[src/rtl/fifo_bus_arbiter_pkg.sv]
// Shared definitions for the FTDI FIFO bus arbiter: FSM encoding, transfer
// direction and the default strobe/turnaround timing.
package fifo_bus_pkg;

  typedef enum logic [2:0] {
    IDLE,
    RD_STROBE,
    WR_SETUP,
    WR_STROBE,
    WR_HOLD,
    SIWU,
    TURN
  } state_t;

  typedef enum logic {
    DIR_RX = 1'b0,
    DIR_TX = 1'b1
  } dir_t;

  localparam int DEF_RD_PULSE    = 3;
  localparam int DEF_WR_PULSE    = 3;
  localparam int DEF_TURN_CYCLES = 2;
  localparam int DEF_BURST_MAX   = 8;
  localparam int DEF_SIWU_CYCLES = 4;

  localparam int TIMER_W = 8;

  // A timer loaded with N-1 reports done in the N-th cycle of the interval.
  function automatic logic [TIMER_W-1:0] interval_load(input int cycles);
    return (cycles > 1) ? TIMER_W'(cycles - 1) : '0;
  endfunction

endpackage

[src/rtl/fifo_bus_arbiter_if.sv]
// Bundle of FTDI-side bus signals and the byte-stream handshakes of the
// arbiter; master is the arbiter's view, slave is the surrounding logic.
interface fifo_bus_if;
  logic       iFIFO_RXF_n;
  logic       iFIFO_TXE_n;
  logic [7:0] iFIFO_DATA;
  logic       oFIFO_RD_n;
  logic       oFIFO_WR_n;
  logic       oFIFO_OE_n;
  logic [7:0] oFIFO_DATA;
  logic       oSIWU_n;
  logic [7:0] oRX_DATA;
  logic       oRX_VALID;
  logic       iRX_READY;
  logic [7:0] iTX_DATA;
  logic       iTX_VALID;
  logic       oTX_READY;
  logic       iFLUSH;
  logic       oBUSY;

  modport master (
    input  iFIFO_RXF_n, iFIFO_TXE_n, iFIFO_DATA, iRX_READY, iTX_DATA, iTX_VALID, iFLUSH,
    output oFIFO_RD_n, oFIFO_WR_n, oFIFO_OE_n, oFIFO_DATA, oSIWU_n,
           oRX_DATA, oRX_VALID, oTX_READY, oBUSY
  );

  modport slave (
    output iFIFO_RXF_n, iFIFO_TXE_n, iFIFO_DATA, iRX_READY, iTX_DATA, iTX_VALID, iFLUSH,
    input  oFIFO_RD_n, oFIFO_WR_n, oFIFO_OE_n, oFIFO_DATA, oSIWU_n,
           oRX_DATA, oRX_VALID, oTX_READY, oBUSY
  );
endinterface

[src/rtl/fifo_bus_arbiter_strobe_timer.sv]
// Loadable down-counter that times strobe and turnaround intervals; done is
// high while the count sits at zero.
module strobe_timer #(
  parameter int W = 8
) (
  input  logic         clk,
  input  logic         rst,
  input  logic         load,
  input  logic [W-1:0] value,
  output logic         done
);

  logic [W-1:0] count_reg;

  always_ff @(posedge clk or posedge rst) begin
    if (rst) begin
      count_reg <= '0;
    end else if (load) begin
      count_reg <= value;
    end else if (count_reg != '0) begin
      count_reg <= count_reg - W'(1);
    end
  end

  assign done = (count_reg == '0);

endmodule

[src/rtl/fifo_bus_arbiter.sv]
// Half-duplex arbiter for an FTDI synchronous-style FIFO bus: grants reads,
// writes and send-immediate flushes, then sequences the strobes for each.
module fifo_bus_arbiter
  import fifo_bus_pkg::*;
#(
  parameter int RD_PULSE    = DEF_RD_PULSE,
  parameter int WR_PULSE    = DEF_WR_PULSE,
  parameter int TURN_CYCLES = DEF_TURN_CYCLES,
  parameter int BURST_MAX   = DEF_BURST_MAX,
  parameter int SIWU_CYCLES = DEF_SIWU_CYCLES
) (
  input  logic      clk,
  input  logic      rst,
  fifo_bus_if.master bus
);

  localparam int BW = $clog2(BURST_MAX + 1);

  state_t               state_reg, state_next;
  dir_t                 last_dir_reg;
  logic [BW-1:0]        burst_cnt_reg;
  logic [7:0]           rx_data_reg;
  logic                 rx_valid_reg;
  logic [7:0]           fifo_data_reg;
  logic                 flush_reg;
  logic                 wrote_since_siwu_reg;

  logic                 rx_req, tx_req, burst_open;
  logic                 grant_rx, grant_tx, grant_flush;
  logic                 timer_load, timer_done, rd_last;
  logic [TIMER_W-1:0]   timer_value;
  dir_t                 grant_dir;

  assign rx_req     = !bus.iFIFO_RXF_n && (!rx_valid_reg || bus.iRX_READY);
  assign tx_req     = !bus.iFIFO_TXE_n && bus.iTX_VALID;
  // A zero count means no burst is running yet, so contention goes to the
  // direction opposite the last one.
  assign burst_open = (burst_cnt_reg != '0) && (burst_cnt_reg < BW'(BURST_MAX));
  assign grant_dir  = grant_tx ? DIR_TX : DIR_RX;
  assign rd_last    = (state_reg == RD_STROBE) && timer_done;

  // A flush jumps the queue only when nothing was written since the last one;
  // otherwise queued traffic goes first and the flush waits for a quiet bus.
  always_comb begin
    grant_rx    = 1'b0;
    grant_tx    = 1'b0;
    grant_flush = 1'b0;
    if (state_reg == IDLE) begin
      if (flush_reg && !wrote_since_siwu_reg) begin
        grant_flush = 1'b1;
      end else if (rx_req && tx_req) begin
        if ((last_dir_reg == DIR_RX) == burst_open) grant_rx = 1'b1;
        else                                         grant_tx = 1'b1;
      end else if (rx_req) begin
        grant_rx = 1'b1;
      end else if (tx_req) begin
        grant_tx = 1'b1;
      end else if (flush_reg) begin
        grant_flush = 1'b1;
      end
    end
  end

  always_comb begin
    state_next  = state_reg;
    timer_load  = 1'b0;
    timer_value = '0;
    case (state_reg)
      IDLE: begin
        if (grant_flush) begin
          state_next  = SIWU;
          timer_load  = 1'b1;
          timer_value = interval_load(SIWU_CYCLES);
        end else if (grant_rx) begin
          state_next  = RD_STROBE;
          timer_load  = 1'b1;
          timer_value = interval_load(RD_PULSE);
        end else if (grant_tx) begin
          state_next  = WR_SETUP;
        end
      end
      RD_STROBE, SIWU: begin
        if (timer_done) begin
          state_next  = TURN;
          timer_load  = 1'b1;
          timer_value = interval_load(TURN_CYCLES);
        end
      end
      WR_SETUP: begin
        state_next  = WR_STROBE;
        timer_load  = 1'b1;
        timer_value = interval_load(WR_PULSE);
      end
      WR_STROBE: begin
        if (timer_done) state_next = WR_HOLD;
      end
      WR_HOLD: begin
        state_next  = TURN;
        timer_load  = 1'b1;
        timer_value = interval_load(TURN_CYCLES);
      end
      TURN: begin
        if (timer_done) state_next = IDLE;
      end
      default: state_next = IDLE;
    endcase
  end

  always_ff @(posedge clk or posedge rst) begin
    if (rst) state_reg <= IDLE;
    else     state_reg <= state_next;
  end

  always_ff @(posedge clk or posedge rst) begin
    if (rst) begin
      rx_data_reg          <= '0;
      rx_valid_reg         <= 1'b0;
      fifo_data_reg        <= '0;
      flush_reg            <= 1'b0;
      wrote_since_siwu_reg <= 1'b0;
      burst_cnt_reg        <= '0;
      last_dir_reg         <= DIR_TX;
    end else begin
      // A fresh latch wins over the consumer's take in the same cycle.
      if (rd_last) begin
        rx_data_reg  <= bus.iFIFO_DATA;
        rx_valid_reg <= 1'b1;
      end else if (bus.iRX_READY) begin
        rx_valid_reg <= 1'b0;
      end

      if (grant_tx) fifo_data_reg <= bus.iTX_DATA;

      flush_reg <= bus.iFLUSH || (flush_reg && !grant_flush);

      if (grant_tx)         wrote_since_siwu_reg <= 1'b1;
      else if (grant_flush) wrote_since_siwu_reg <= 1'b0;

      if (grant_rx || grant_tx) begin
        last_dir_reg <= grant_dir;
        if (grant_dir != last_dir_reg)               burst_cnt_reg <= BW'(1);
        else if (burst_cnt_reg < BW'(BURST_MAX))     burst_cnt_reg <= burst_cnt_reg + BW'(1);
      end
    end
  end

  strobe_timer #(.W(TIMER_W)) u_timer (
    .clk   (clk),
    .rst   (rst),
    .load  (timer_load),
    .value (timer_value),
    .done  (timer_done)
  );

  assign bus.oFIFO_RD_n = (state_reg != RD_STROBE);
  assign bus.oFIFO_WR_n = (state_reg != WR_STROBE);
  assign bus.oFIFO_OE_n = !((state_reg == WR_SETUP) || (state_reg == WR_STROBE) ||
                            (state_reg == WR_HOLD));
  assign bus.oSIWU_n    = (state_reg != SIWU);
  assign bus.oFIFO_DATA = fifo_data_reg;
  assign bus.oRX_DATA   = rx_data_reg;
  assign bus.oRX_VALID  = rx_valid_reg;
  assign bus.oTX_READY  = grant_tx && !rst;
  assign bus.oBUSY      = (state_reg != IDLE);

endmodule
[src/flat_wrapper.sv]
// flat-port wrapper written by rule: the top's interface ports become plain ports
module fifo_bus_arbiter_flat import fifo_bus_pkg::*;
#(
  parameter int RD_PULSE    = DEF_RD_PULSE,
  parameter int WR_PULSE    = DEF_WR_PULSE,
  parameter int TURN_CYCLES = DEF_TURN_CYCLES,
  parameter int BURST_MAX   = DEF_BURST_MAX,
  parameter int SIWU_CYCLES = DEF_SIWU_CYCLES
)
  (clk, rst, bus_iFIFO_RXF_n, bus_iFIFO_TXE_n, bus_iFIFO_DATA, bus_iRX_READY, bus_iTX_DATA, bus_iTX_VALID, bus_iFLUSH, bus_oFIFO_RD_n, bus_oFIFO_WR_n, bus_oFIFO_OE_n, bus_oFIFO_DATA, bus_oSIWU_n, bus_oRX_DATA, bus_oRX_VALID, bus_oTX_READY, bus_oBUSY);
  fifo_bus_if bus_i ();
  input  logic clk;
  input  logic rst;
  input wire logic [$bits(bus_i.iFIFO_RXF_n)-1:0] bus_iFIFO_RXF_n;
  input wire logic [$bits(bus_i.iFIFO_TXE_n)-1:0] bus_iFIFO_TXE_n;
  input wire logic [$bits(bus_i.iFIFO_DATA)-1:0] bus_iFIFO_DATA;
  input wire logic [$bits(bus_i.iRX_READY)-1:0] bus_iRX_READY;
  input wire logic [$bits(bus_i.iTX_DATA)-1:0] bus_iTX_DATA;
  input wire logic [$bits(bus_i.iTX_VALID)-1:0] bus_iTX_VALID;
  input wire logic [$bits(bus_i.iFLUSH)-1:0] bus_iFLUSH;
  output wire logic [$bits(bus_i.oFIFO_RD_n)-1:0] bus_oFIFO_RD_n;
  output wire logic [$bits(bus_i.oFIFO_WR_n)-1:0] bus_oFIFO_WR_n;
  output wire logic [$bits(bus_i.oFIFO_OE_n)-1:0] bus_oFIFO_OE_n;
  output wire logic [$bits(bus_i.oFIFO_DATA)-1:0] bus_oFIFO_DATA;
  output wire logic [$bits(bus_i.oSIWU_n)-1:0] bus_oSIWU_n;
  output wire logic [$bits(bus_i.oRX_DATA)-1:0] bus_oRX_DATA;
  output wire logic [$bits(bus_i.oRX_VALID)-1:0] bus_oRX_VALID;
  output wire logic [$bits(bus_i.oTX_READY)-1:0] bus_oTX_READY;
  output wire logic [$bits(bus_i.oBUSY)-1:0] bus_oBUSY;
  assign bus_i.iFIFO_RXF_n = bus_iFIFO_RXF_n;
  assign bus_i.iFIFO_TXE_n = bus_iFIFO_TXE_n;
  assign bus_i.iFIFO_DATA = bus_iFIFO_DATA;
  assign bus_i.iRX_READY = bus_iRX_READY;
  assign bus_i.iTX_DATA = bus_iTX_DATA;
  assign bus_i.iTX_VALID = bus_iTX_VALID;
  assign bus_i.iFLUSH = bus_iFLUSH;
  assign bus_oFIFO_RD_n = bus_i.oFIFO_RD_n;
  assign bus_oFIFO_WR_n = bus_i.oFIFO_WR_n;
  assign bus_oFIFO_OE_n = bus_i.oFIFO_OE_n;
  assign bus_oFIFO_DATA = bus_i.oFIFO_DATA;
  assign bus_oSIWU_n = bus_i.oSIWU_n;
  assign bus_oRX_DATA = bus_i.oRX_DATA;
  assign bus_oRX_VALID = bus_i.oRX_VALID;
  assign bus_oTX_READY = bus_i.oTX_READY;
  assign bus_oBUSY = bus_i.oBUSY;
  fifo_bus_arbiter #(.RD_PULSE(RD_PULSE), .WR_PULSE(WR_PULSE), .TURN_CYCLES(TURN_CYCLES), .BURST_MAX(BURST_MAX), .SIWU_CYCLES(SIWU_CYCLES)) u_core (.clk(clk), .rst(rst), .bus(bus_i));
endmodule
[config.mk]
export PLATFORM = sky130hd
export DESIGN_NAME = fifo_bus_arbiter_flat
export DESIGN_NICKNAME = d
export VERILOG_FILES = /design/src/rtl/fifo_bus_arbiter_pkg.sv /design/src/rtl/fifo_bus_arbiter_if.sv /design/src/rtl/fifo_bus_arbiter_strobe_timer.sv /design/src/rtl/fifo_bus_arbiter.sv /design/src/flat_wrapper.sv
export SDC_FILE = /design/constraint.sdc
export NUM_CORES = 1
export LEC_CHECK = 0
export BUFFER_PORTS_ARGS = -buffer_cell sky130_fd_sc_hd__clkbuf_2
export CORE_UTILIZATION = 45
export CTS_CLUSTER_DIAMETER = 30
export CTS_CLUSTER_SIZE = 40
export DETAILED_ROUTE_END_ITERATION = 6
export PLACE_DENSITY = 0.73
export REMOVE_ABC_BUFFERS = 1
export SYNTH_ARGS = -nofsm -noshare
export SYNTH_HDL_FRONTEND = slang
export SYNTH_SLANG_ARGS = --single-unit
[constraint.sdc]
create_clock -name clk -period 2.5 [get_ports clk]
set_input_delay 0 -clock clk [delete_from_list [all_inputs] [get_ports clk]]
set_output_delay 0 -clock clk [all_outputs]
set_load 0.005 [all_outputs]
Yosys cells after proc, flatten, opt, wreduce, memory -nomap -nowiden
Index checks and enable logic that the tools add are counted.
{ "word_totals": {"ff_bits": 35, "wordCells": 102} }
{ "op_classes": {"addsub": 2, "n_lt_le_gt_ge": 1, "eq_ne": 15, "muxes": 41, "n_bitwise": 1, "n_reduce_logical": 33} }
{ "op_table": {"columns": ["operator", "count"], "rows": [
  ["$pmux W8 S4", 1],
  ["$mux W1", 26],
  ["$mux W8", 3],
  ["$mux W3", 6],
  ["$pmux W3 S6", 1],
  ["$eq A3 B3 Y1 const B", 3],
  ["$logic_and A1 B1 Y1", 8],
  ["$logic_not A8 Y1", 1],
  ["$mux W4", 2],
  ["$reduce_bool A2 Y1", 4],
  ["$reduce_bool A8 Y1", 1],
  ["$sub A8 B1 Y8 const B", 1],
  ["$logic_not A1 Y1", 7],
  ["$eq A3 B2 Y1 const B", 2],
  ["$ne A2 B1 Y1 const B", 3],
  ["$logic_or A1 B1 Y1", 5],
  ["$add A4 B1 Y4 const B", 1],
  ["$lt A4 B4 Y1 const B", 1],
  ["$ne A4 B1 Y1 const B", 1],
  ["$reduce_and A4 Y1", 1],
  ["$reduce_bool A4 Y1", 1],
  ["$reduce_or A2 Y1", 2],
  ["$eq A3 B1 Y1 const B", 1],
  ["$logic_not A3 Y1", 1],
  ["10 further kinds", 10]
]} }

Longest topological paths before layout
{ "depth": {"ltp_word": 11, "ltp_mapped": 7} }

By module
A second synthesis with hierarchy kept.
{ "unflattened": {"hier_cells": 187, "area_unflattened_um2": 1961.9} }
{ "modules_own_cells": {"columns": ["mod", "instances", "cells_per_inst", "area_each_um2", "seq_area_each_um2"], "rows": [
  ["fifo_bus_arbiter", 1, 131, 1465.2, 676.9],
  ["strobe_timer", 1, 56, 496.7, 200.2]
]} }

Worst setup path after synthesis
No wires, ideal clock.
{ "synth_path": {"kind": "flip-flop to flip-flop", "from": "reg u_core.burst_cnt_reg[0]", "to": "reg u_core.fifo_data_reg[0] (netlist: u_core.bus.oFIFO_DATA[0])", "setup_time_ps": 125, "arrival_ps": 1780, "path_slack_ps": 595, "path_stages_with_launch": 8, "n_path_buf": 0, "period_less_slack_ps": 1905, "path_cell_list": "dfrtp_1 > inv_1 > ha_1 > nor2b_2 > or2_4 > a311oi_4 > nand2_4 > mux2_4"} }
{ "synth_via": {"elab_chain_len": 7, "elab_cells_between_ends": 8} }
{ "synth_rtl": {"columns": ["item", "line", "text"], "rows": [
  ["start: declaration", "fifo_bus_arbiter.sv:21", "logic [BW-1:0] burst_cnt_reg;"],
  ["start signal: assignment", "fifo_bus_arbiter.sv:142", "else if (burst_cnt_reg < BW'(BURST_MAX)) burst_cnt_reg <= burst_cnt_reg + BW'(1);"],
  ["$lt A4 B4 Y1 / $reduce_bool A4 Y1 (equally long branches)", "fifo_bus_arbiter.sv:38", "assign burst_open = (burst_cnt_reg != '0) && (burst_cnt_reg < BW'(BURST_MAX));"],
  ["$logic_and A1 B1 Y1 (*)", "fifo_bus_arbiter.sv:38", null],
  ["$eq A1 B1 Y1 (*)", "fifo_bus_arbiter.sv:52", "if ((last_dir_reg == DIR_RX) == burst_open) grant_rx = 1'b1;"],
  ["$mux W1 (*)", "fifo_bus_arbiter.sv:52", null],
  ["$mux W1 (*)", "fifo_bus_arbiter.sv:51", "end else if (rx_req && tx_req) begin"],
  ["$mux W1 (*)", "fifo_bus_arbiter.sv:49", "if (flush_reg && !wrote_since_siwu_reg) begin"],
  ["$mux W1 (*)", "fifo_bus_arbiter.sv:48", "if (state_reg == IDLE) begin"],
  ["end signal: assignment", "fifo_bus_arbiter.sv:132", "if (grant_tx) fifo_data_reg <= bus.iTX_DATA;"],
  ["end: declaration", "fifo_bus_arbiter.sv:24", "logic [7:0] fifo_data_reg;"]
]} }
Every way passes the cells marked *; elsewhere a longest branch is shown, timed or not.
A chain may end at the register's enable or synchronous reset.

Final worst setup path
{ "layout_path": {"from": "reg u_core.state_reg[0]", "to": "out bus_oTX_READY"} }
{ "layout_via": {"elab_chain_len": 3} }
{ "layout_rtl": {"columns": ["item", "line", "text"], "rows": [
  ["start: declaration", "fifo_bus_arbiter.sv:19", "state_t state_reg, state_next;"],
  ["start signal: assignment", "fifo_bus_arbiter.sv:111", "else state_reg <= state_next;"],
  ["$logic_not A3 Y1", "fifo_bus_arbiter.sv:48", null],
  ["$mux W1", "fifo_bus_arbiter.sv:48", null],
  ["$logic_and A1 B1 Y1", "fifo_bus_arbiter.sv:163", "assign bus.oTX_READY = grant_tx && !rst;"],
  ["end: declaration", "flat_wrapper.sv:28", "output wire logic [$bits(bus_i.oTX_READY)-1:0] bus_oTX_READY;"]
]} }
Every way passes these cells.

==> run summary <==
later-pin clock latency in the skew report = 290 ps
top cells by area, synth = dfrtp_1, mux2_4, mux2_2
worst path required time = 2500 ps
CP startpoint = u_core.state_reg[0]$_DFFE_PP0P_
Total GRT Usage = 20.81%
Finished Layout Cells = 303
drt pass-1 iters = 4
DR WL/cell = 13.99 um
peak supply drop = 0.7456 mV
fin crit period = 2149 ps
most numerous cell in the Yosys netlist = dfrtp_1
mean post-synth cell area = 10.48 um2
number of flops mapped to enable cells by yosys = 0
storage element area = 877.1 um2
post-route cell area = 2489 um2
die height = 68.01 um
nets = 279
ys flop type = dfrtp_1
RePlAce Congestion = 0.8943
Num Clock Sinks = 35
Least-Margin Pin Slew = 546.5 ps
final hold viol count = 0
die width = 68.01 um
Initial Util = 47.98%
Setup Skew = 11.36 ps
Place WS = 463.3 ps
clock-pin slew on the worst setup and hold paths = 80 ps
number of CTS-inserted buffers = 5
Power Total = 2.759 mW
Setup Fix Bufs, Post-CTS = 0
Post-Syn Area = 1961 um2
Leak Pwr = 1.191 nW
Core ar. = 4086 um2
synth unique cells = 52
crit path max fanout = 12
Final Routed Wirelength = 4240 um
relative slew slack = 63.57%
full die area = 4625 um2
WS Path Type = flop to primary output
setup violators final = 0
vias = 1,629
gr ovfl total = 0
outcome = finished, final reports clean
top cell type's share of synthesized area = 43.40%
max_cap viols = 0
first-pass GRT wire length = 6989 um
Area after DPL = 2223 um2
Synth Register Bits = 35
PwrDens = 1109 nW/um2
Worst setup SP type = flop
H-tree depth = 2
Fill cells = 341
Slew Limit Fails = 0
register area share after synthesis = 44.74%
Setup TNS = 0 ps
Iter 0 DRT Violations = 88
Ports = 46
initial antenna violation count = 0
RSZ-0062 raised after global routing = false
Multi-input gate area = 1010 um2
Area Growth Syn to Fin = 26.93%
synth warn = 0
drc violations = 0
asr flop ratio synth = 100.0%
vias per cell = 5.376
Inst Count DP = 277
area leader, netlist = dfrtp_1
CTS tree = done
ant diodes = 0
fraction of layout cells with a size suffix above 1 = 33.20%
hold wc startpoint = bus_iRX_READY
post-route ant nets = 0
worst setup margin = 350.6 ps
DP Wirelength = 2833 um
vias in the first global route = 1,538
CTS max path bufs = 2
Tcrit/Tclk final = 85.98%
crit path capture type = primary output
I/O Buffers = 45
largest net degree at the start of global routing = 36
Synth Instances = 187
Peak Freq = 465.2 MHz
Commonest cells post-synth = dfrtp_1, nand2_1, nor2_1
crit path DAT = 2150 ps
RR Startpoint = u_core.u_timer.count_reg[0]$_DFFE_PP0P_
clk root buf = clkbuf_8
Rows = 23
Hold Path Class = input port to flop
-- path summary, 6_finish.rpt --
path	to	cells past startpoint	slack (ps)
min in group asynchronous	u_core.bus.oRX_DATA[1]$_DFFE_PP0P_	4	360
hold reg to reg	u_core.bus.oRX_DATA[5]$_DFFE_PP0P_	1	510
setup / recovery	bus_oTX_READY	6	350
max in group asynchronous	u_core.last_dir_reg$_DFFE_PP1P_	4	1800
hold / removal	u_core.bus.oRX_VALID$_DFFE_PP0P_	4	10
setup reg to reg	u_core.bus.oRX_DATA[4]$_DFFE_PP0P_	6	450
-- cell families (layout without fill, tap and decap cells) --
| group | Yosys count | in the layout | share of synthesized area (%) |
|---|---|---|---|
| multiplexers | 19 | 19 | 12.51 |
| XOR/XNOR | 2 | 2 | 0.8936 |
| buffers and inverters | 17 | 83 | 3.765 |
| AO/OA/AOI/OAI | 41 | 41 | 15.19 |
| AND/OR/NAND/NOR | 69 | 69 | 20.36 |
| flip-flops | 35 | 35 | 44.74 |
| adder cells (fa/ha/maj) | 4 | 4 | 2.553 |
-- power by group --
part | switching, mW | total, mW | internal, mW | leakage, nW
logic | 0.614 | 1.27 | 0.652 | 0.724
registers | 0.265 | 1.10 | 0.832 | 0.426
clock network | 0.202 | 0.396 | 0.194 | 0.0412
total | 1.08 | 2.76 | 1.68 | 1.19
-- critical path: stages, from the launching register on --
cell	delay, ps
dfrtp_1	500
nor2_2	330
nand3_1	260
a311oi_4	340
nand2_4	170
nor2_1	140
clkbuf_2	130
-- placed cells by master, fill, tap and decap left out, types with 2 or more instances in the layout --
cell type / Yosys / routed
mux2_4: 9 / 9
clkbuf_2: 0 / 45
nand3_1: 9 / 9
inv_1: 10 / 10
xnor2_1: 2 / 2
nand2_1: 13 / 13
or3_1: 3 / 3
nor2b_1: 3 / 3
clkbuf_8: 0 / 5
dlygate4sd3_1: 0 / 18
a21oi_1: 11 / 11
dfrtp_1: 34 / 34
nand2b_1: 4 / 4
o211ai_1: 4 / 4
o2111ai_1: 2 / 2
a31o_2: 3 / 3
and2_1: 3 / 3
mux2i_1: 2 / 2
a211o_1: 2 / 2
o21ai_0: 6 / 6
a22o_1: 2 / 2
nor2_2: 2 / 2
nor2_1: 12 / 12
a21o_1: 3 / 3
mux2_2: 8 / 8
nand4_1: 2 / 2
nor3_1: 4 / 4
ha_1: 4 / 4
-- layout make-up --
class	count	share of cell area [%]
timing repair buffer	64	16.59
multi-input combinational	135	40.57
clock inverter	2	0.5028
sequential	35	35.24
tap	50	2.514
clock buffer	6	2.916
inverter	11	1.659
-- per-layer routing --
layer  routed length, um  track usage (%)
met4                  55            8.333
met2                1946            32.35
met3                 283            4.667
met1                1955            27.99
met5                   0                0
-- timing repair --
| action | in CTS | in global routing |
|---|---|---|
| endpoints found under the hold margin | 51 | 0 |
| hold buffers | 18 | 0 |
| gates resized for setup | 0 | 0 |
-- through the flow --
stage	utilization [%]	hold slack, ps
2_1_floorplan	-	31.10
3_3_place_gp	54.41	120.4
3_5_place_dp	54.41	119.3
4_1_cts	60.90	8.012
5_1_grt	60.90	27.03
6_report	60.90	13.58
No activity file was read; power rests on OpenSTA's default activity.
